File: src/rtl/mips_multicycle_ctrl_pkg.sv
// Shared encodings for the multicycle MIPS main controller: opcodes, datapath
// select codes and the FSM state set.
package mips_multicycle_ctrl_pkg;

  localparam logic [5:0] OP_RTYPE = 6'b000000;
  localparam logic [5:0] OP_LW    = 6'b100011;
  localparam logic [5:0] OP_SW    = 6'b101011;
  localparam logic [5:0] OP_BEQ   = 6'b000100;
  localparam logic [5:0] OP_ADDI  = 6'b001000;
  localparam logic [5:0] OP_J     = 6'b000010;

  localparam logic [1:0] ALUOP_ADD   = 2'b00;
  localparam logic [1:0] ALUOP_SUB   = 2'b01;
  localparam logic [1:0] ALUOP_FUNCT = 2'b10;

  localparam logic [1:0] SRCB_REGB  = 2'b00;
  localparam logic [1:0] SRCB_FOUR  = 2'b01;
  localparam logic [1:0] SRCB_IMM   = 2'b10;
  localparam logic [1:0] SRCB_IMMSH = 2'b11;

  localparam logic [1:0] PCSRC_ALU    = 2'b00;
  localparam logic [1:0] PCSRC_ALUOUT = 2'b01;
  localparam logic [1:0] PCSRC_JUMP   = 2'b10;

  typedef enum logic [3:0] {
    FETCH  = 4'd0,
    DECODE = 4'd1,
    MEMADR = 4'd2,
    MEMRD  = 4'd3,
    MEMWB  = 4'd4,
    MEMWR  = 4'd5,
    EXEC   = 4'd6,
    ALUWB  = 4'd7,
    BRANCH = 4'd8,
    ADDIEX = 4'd9,
    ADDIWB = 4'd10,
    JUMP   = 4'd11
  } ctrl_state_t;

  function automatic logic op_supported(input logic [5:0] op);
    return op inside {OP_RTYPE, OP_LW, OP_SW, OP_BEQ, OP_ADDI, OP_J};
  endfunction

endpackage

File: src/rtl/mips_multicycle_ctrl_decode.sv
// Moore output decode for the multicycle controller. Only the FETCH write
// strobes and MEMWR completion look at mem_ready; reset blanks everything.
module mips_multicycle_ctrl_decode
  import mips_multicycle_ctrl_pkg::*;
#(
  parameter int OPW     = 6,
  parameter int ALUOP_W = 2,
  parameter int STATE_W = 4
) (
  input  logic               reset,
  input  logic [STATE_W-1:0] state,
  input  logic               mem_ready,
  input  logic [OPW-1:0]     opcode,
  output logic               IorD,
  output logic               IRWrite,
  output logic               PCWrite,
  output logic               Branch,
  output logic [1:0]         PCSrc,
  output logic               ALUSrcA,
  output logic [1:0]         ALUSrcB,
  output logic [ALUOP_W-1:0] ALUOp,
  output logic               MemWrite,
  output logic               MemtoReg,
  output logic               RegDst,
  output logic               RegWrite,
  output logic               instr_done,
  output logic               illegal_op
);

  always_comb begin
    IorD       = 1'b0;
    IRWrite    = 1'b0;
    PCWrite    = 1'b0;
    Branch     = 1'b0;
    PCSrc      = PCSRC_ALU;
    ALUSrcA    = 1'b0;
    ALUSrcB    = SRCB_REGB;
    ALUOp      = ALUOP_ADD;
    MemWrite   = 1'b0;
    MemtoReg   = 1'b0;
    RegDst     = 1'b0;
    RegWrite   = 1'b0;
    instr_done = 1'b0;
    illegal_op = 1'b0;
    if (!reset) begin
      case (state)
        FETCH: begin
          ALUSrcB = SRCB_FOUR;
          IRWrite = mem_ready;
          PCWrite = mem_ready;
        end
        DECODE: begin
          ALUSrcB    = SRCB_IMMSH;
          illegal_op = !op_supported(opcode);
        end
        MEMADR: begin
          ALUSrcA = 1'b1;
          ALUSrcB = SRCB_IMM;
        end
        MEMRD: IorD = 1'b1;
        MEMWB: begin
          MemtoReg   = 1'b1;
          RegWrite   = 1'b1;
          instr_done = 1'b1;
        end
        // Strobe held for the whole stall so the memory sees a stable request.
        MEMWR: begin
          IorD       = 1'b1;
          MemWrite   = 1'b1;
          instr_done = mem_ready;
        end
        EXEC: begin
          ALUSrcA = 1'b1;
          ALUOp   = ALUOP_FUNCT;
        end
        ALUWB: begin
          RegDst     = 1'b1;
          RegWrite   = 1'b1;
          instr_done = 1'b1;
        end
        BRANCH: begin
          ALUSrcA    = 1'b1;
          ALUOp      = ALUOP_SUB;
          Branch     = 1'b1;
          PCSrc      = PCSRC_ALUOUT;
          instr_done = 1'b1;
        end
        ADDIEX: begin
          ALUSrcA = 1'b1;
          ALUSrcB = SRCB_IMM;
        end
        ADDIWB: begin
          RegWrite   = 1'b1;
          instr_done = 1'b1;
        end
        JUMP: begin
          PCSrc      = PCSRC_JUMP;
          PCWrite    = 1'b1;
          instr_done = 1'b1;
        end
        default: ;
      endcase
    end
  end

endmodule

File: src/rtl/mips_multicycle_ctrl.sv
// Multicycle MIPS main controller: state register and next-state logic;
// control outputs come from the decode sub-module.
module mips_multicycle_ctrl
  import mips_multicycle_ctrl_pkg::*;
#(
  parameter int OPW     = 6,
  parameter int ALUOP_W = 2,
  parameter int STATE_W = 4
) (
  input  logic               clk,
  input  logic               reset,
  input  logic [OPW-1:0]     opcode,
  input  logic               mem_ready,
  output logic               IorD,
  output logic               IRWrite,
  output logic               PCWrite,
  output logic               Branch,
  output logic [1:0]         PCSrc,
  output logic               ALUSrcA,
  output logic [1:0]         ALUSrcB,
  output logic [ALUOP_W-1:0] ALUOp,
  output logic               MemWrite,
  output logic               MemtoReg,
  output logic               RegDst,
  output logic               RegWrite,
  output logic               instr_done,
  output logic               illegal_op,
  output logic [STATE_W-1:0] state_o
);

  logic [STATE_W-1:0] state;
  logic [STATE_W-1:0] state_n;

  always_ff @(posedge clk) begin
    if (reset) state <= FETCH;
    else       state <= state_n;
  end

  always_comb begin
    state_n = FETCH;
    case (state)
      FETCH:  state_n = mem_ready ? DECODE : FETCH;
      DECODE: begin
        case (opcode)
          OP_RTYPE:     state_n = EXEC;
          OP_LW, OP_SW: state_n = MEMADR;
          OP_BEQ:       state_n = BRANCH;
          OP_ADDI:      state_n = ADDIEX;
          OP_J:         state_n = JUMP;
          default:      state_n = FETCH;
        endcase
      end
      // IR still holds the instruction, so opcode distinguishes lw from sw here.
      MEMADR: state_n = (opcode == OP_SW) ? MEMWR : MEMRD;
      MEMRD:  state_n = mem_ready ? MEMWB : MEMRD;
      MEMWR:  state_n = mem_ready ? FETCH : MEMWR;
      EXEC:   state_n = ALUWB;
      ADDIEX: state_n = ADDIWB;
      default: state_n = FETCH;
    endcase
  end

  assign state_o = reset ? STATE_W'(FETCH) : state;

  mips_multicycle_ctrl_decode #(
    .OPW     (OPW),
    .ALUOP_W (ALUOP_W),
    .STATE_W (STATE_W)
  ) u_decode (
    .reset      (reset),
    .state      (state),
    .mem_ready  (mem_ready),
    .opcode     (opcode),
    .IorD       (IorD),
    .IRWrite    (IRWrite),
    .PCWrite    (PCWrite),
    .Branch     (Branch),
    .PCSrc      (PCSrc),
    .ALUSrcA    (ALUSrcA),
    .ALUSrcB    (ALUSrcB),
    .ALUOp      (ALUOp),
    .MemWrite   (MemWrite),
    .MemtoReg   (MemtoReg),
    .RegDst     (RegDst),
    .RegWrite   (RegWrite),
    .instr_done (instr_done),
    .illegal_op (illegal_op)
  );

endmodule

File: config.mk
export PLATFORM = sky130hd
export DESIGN_NAME = mips_multicycle_ctrl
export DESIGN_NICKNAME = d
export VERILOG_FILES = /design/src/rtl/mips_multicycle_ctrl_pkg.sv /design/src/rtl/mips_multicycle_ctrl_decode.sv /design/src/rtl/mips_multicycle_ctrl.sv
export SDC_FILE = /design/constraint.sdc
export NUM_CORES = 1
export LEC_CHECK = 0
export CAP_MARGIN = 30
export CORE_UTILIZATION = 25
export CTS_BUF_LIST = sky130_fd_sc_hd__clkbuf_8
export CTS_CLUSTER_DIAMETER = 80
export DETAILED_ROUTE_END_ITERATION = 8
export PLACE_DENSITY = 0.59
export SLEW_MARGIN = 20
export SYNTH_ARGS = -nofsm -noshare
export SYNTH_HDL_FRONTEND = slang
export SYNTH_HIERARCHICAL = 1
export SYNTH_SLANG_ARGS = --single-unit
File: constraint.sdc
create_clock -name clk -period 2.7 [get_ports clk]
set_input_delay 0.54 -clock clk [delete_from_list [all_inputs] [get_ports clk]]
set_output_delay 0.54 -clock clk [all_outputs]
set_load 0.01 [all_outputs]
==> metrics.yaml <==
worst_setup_path:
  critical_path_class: "in -> out"
  cp-end-kind: "primary output"
  crit_start: "opcode[2]"
  critPathBufInv: 2
  worstPathRequired_ps: 2160
  path_max_fanout: 2
  worst_path_max_delay_cell: "clkdlybuf4s50_1"
  cpLargestDelayFamily: "buffers and inverters"
  slowest_delay_ps: 430
  crit_path_cell_trace: "clkdlybuf4s50_1, maj3_2, o31a_1, o211a_1, dlygate4sd2_1"
  reg2reg_from: "state[2]$_SDFF_PP0_"
  arrival_ps: 2000
  worstSetupStartpointType: "primary input"
route:
  ant_nets: 0
  vias: 756
  wirelength_um: 1700
  drc_errors: 0
  wl_per_cell_um: 11.6
  via_per_inst: 5.14
  drt-initial-drc-count: 13
  first_pass_iters: 4
global_route:
  grt_max_degree: 18
  grt_pass1_vias: 666
  antenna_found_initial: 0
  grt-ovfl-total: 0
  grt_pass1_wl_um: 2830
  grt_usage_pct: 13.7
pwr:
  p_total_mw: 0.262
  swShare_pct: 25.4
  power_frac_seq_pct: 24.8
  intPower_mw: 0.195
  powerDensity_nw_per_um2: 259
  ir_drop_mv: 0.391
  p_leak_nw: 0.400
  pwr-share-clk_pct: 48.9
  p_comb_share_pct: 26.2
  power.switching_mw: 0.0664
synth:
  yosysMostFrequentCell: "nor2_1"
  yosys_register_bits: 4
  synth.avg_cell_area_sq_um: 7.29
  async_flop_share_pct: 0
  synth_fp_nets: 95
  synth_commonest_cells: "nor2_1 (11), nor2b_1 (7), nand2b_1 (6), nor3_1 (6)"
  ys_seq_area_share_pct: 12.8
  ys_warn_count: 6
  synth_edf_count: 0
  syn_area_sq_um: 627
  synth_top_area_share_pct: 12.8
  ys.flop_type: "dfxtp_1"
  synth_top_cell_by_area: "dfxtp_1"
  postSynthCellCount: 86
  synth_cell_types: 36
  synth_area_leaders: "dfxtp_1 (13%), nor2b_1 (7.0%), nor2_1 (6.6%)"
cells_and_area:
  nNetsFinal: 130
  design_area_sq_um: 1010
  final_cell_count_no_fill: 147
  register_area_sq_um: 80.1
  top_register: "state"
  largest_reg_flops: 4
  final_util_pct: 44.0
  syn_to_final_growth_pct: 61.1
  largestRegisters: "state (4)"
  multi_input_area_sq_um: 499
  drive_gt1_share_pct: 14.3
  fill_cells: 252
  diodes: 0
placed_design:
  io_buffers: 29
  gp_congestion: 0.723
  place_area_sq_um: 965
  hpwl_um: 1340
  dp_worst_setup_slack_ps: -26.0
  dp_cells: 144
floorplan:
  core_sq_um: 2300
  start_util_pct: 27.3
  rows: 17
  fp.dieH_um: 52.1
  io_pins: 30
  die_w_um: 52.1
  die_area_sq_um: 2710
clock_network:
  clk_latency_ps: 220
  cts_buffer_depth: 2
  clkSlewWorstSetupHoldPaths_ps: 40
  post_cts_buffers: 0
  cts_tree: "yes"
  cts_root_buf: "clkbuf_8"
  cts_buffers: 3
  hold_buffers: 0
  clkSinkCount: 4
  htreeDepth: 1
worst_hold_path:
  min_from: "state[1]$_SDFF_PP0_"
  hp-class: "reg -> reg"
sta:
  fin_crit_sh_pct: 93.9
  finalClockSkew_ps: 6.27
  relSlewSlack_pct: 64.7
  drv_slew: 0
  finalHoldViolCount: 0
  worst_slack_ps: 165
  period_needed_ps: 2540
  setup_viol: 0
  rsz0062_at_grt: "no"
  tightest_slew_ps: 529
  tns_ps: 0
  timing.hold.ws_ps: 761
  max_freq_mhz: 394
job:
  max-cap-violations: 0
outcome:
  status: "finished clean"
cell usage in the layout, fill, tap and decap left out, drive strengths merged, types with 3 or more instances in the layout:
cell type / instances
clkdlybuf4s50: 26
nor2: 11
buf: 8
nor3: 8
nor2b: 7
nand2b: 6
nor4: 4
o21a: 4
dfxtp: 4
and3: 3
nand3b: 3
a21oi: 3
clkbuf: 3
path summary, 6_finish.rpt:
kind | slack (ps) | cells past startpoint | end
setup / recovery | 160 | 5 | illegal_op
hold / removal | 760 | 3 | state[1]$_SDFF_PP0_
setup reg to reg | 1170 | 4 | state[2]$_SDFF_PP0_
hold reg to reg | 760 | 3 | state[1]$_SDFF_PP0_
power groups by stage:
stage / Combinational (mW) / Clock (mW) / Sequential, mW
finish: 0.0686 / 0.128 / 0.0649
CTS: 0.0689 / 0.131 / 0.0649
detailed placement: 0.0691 / 0 / 0.0658
floorplan: 0.0302 / 0 / 0.0644
global placement: 0.0682 / 0 / 0.0659
global route: 0.0750 / 0.138 / 0.0657
layout make-up:
class	instances	area share (%)
Clock buffer	3	4.09
Multi-Input combinational cell	75	49.4
Sequential cell	4	7.93
Tap cell	28	3.47
Timing Repair Buffer	37	35.1
worst reg2reg max path, cell delays in order (launching register included):
cell and delay, ps:
dfxtp_1 640, and4b_2 300, nor3_2 120, nor2_1 60, o31a_1 290
routing by layer:
metal	GRT usage [%]	up-vias	share of wire, %	wire length (um)
met1	15.3	342	45	766
met2	25.6	26	48	818
met4	0	0	0	0
met5	0	-	0	0
li1	-	388	-	-
met3	5.26	0	6.8	116
repair_timing:
action | 4_1_cts | 5_1_grt
resized for setup | 1 | 2
hold endpoints to repair | 0 | 0
setup endpoints to repair | 1 | 2
pin swaps | 0 | 0
cell families (layout without fill, tap and decap cells):
logic type | Yosys count | after routing | share of synthesized area (%)
flip-flops | 4 | 4 | 12.8
AO/OA/AOI/OAI | 18 | 18 | 21.0
XOR/XNOR | 2 | 2 | 2.79
buffers and inverters | 7 | 40 | 7.58
AND/OR/NAND/NOR | 54 | 54 | 54.1
adder cells (fa/ha/maj) | 1 | 1 | 1.80
(Power assumes the default switching activity.)
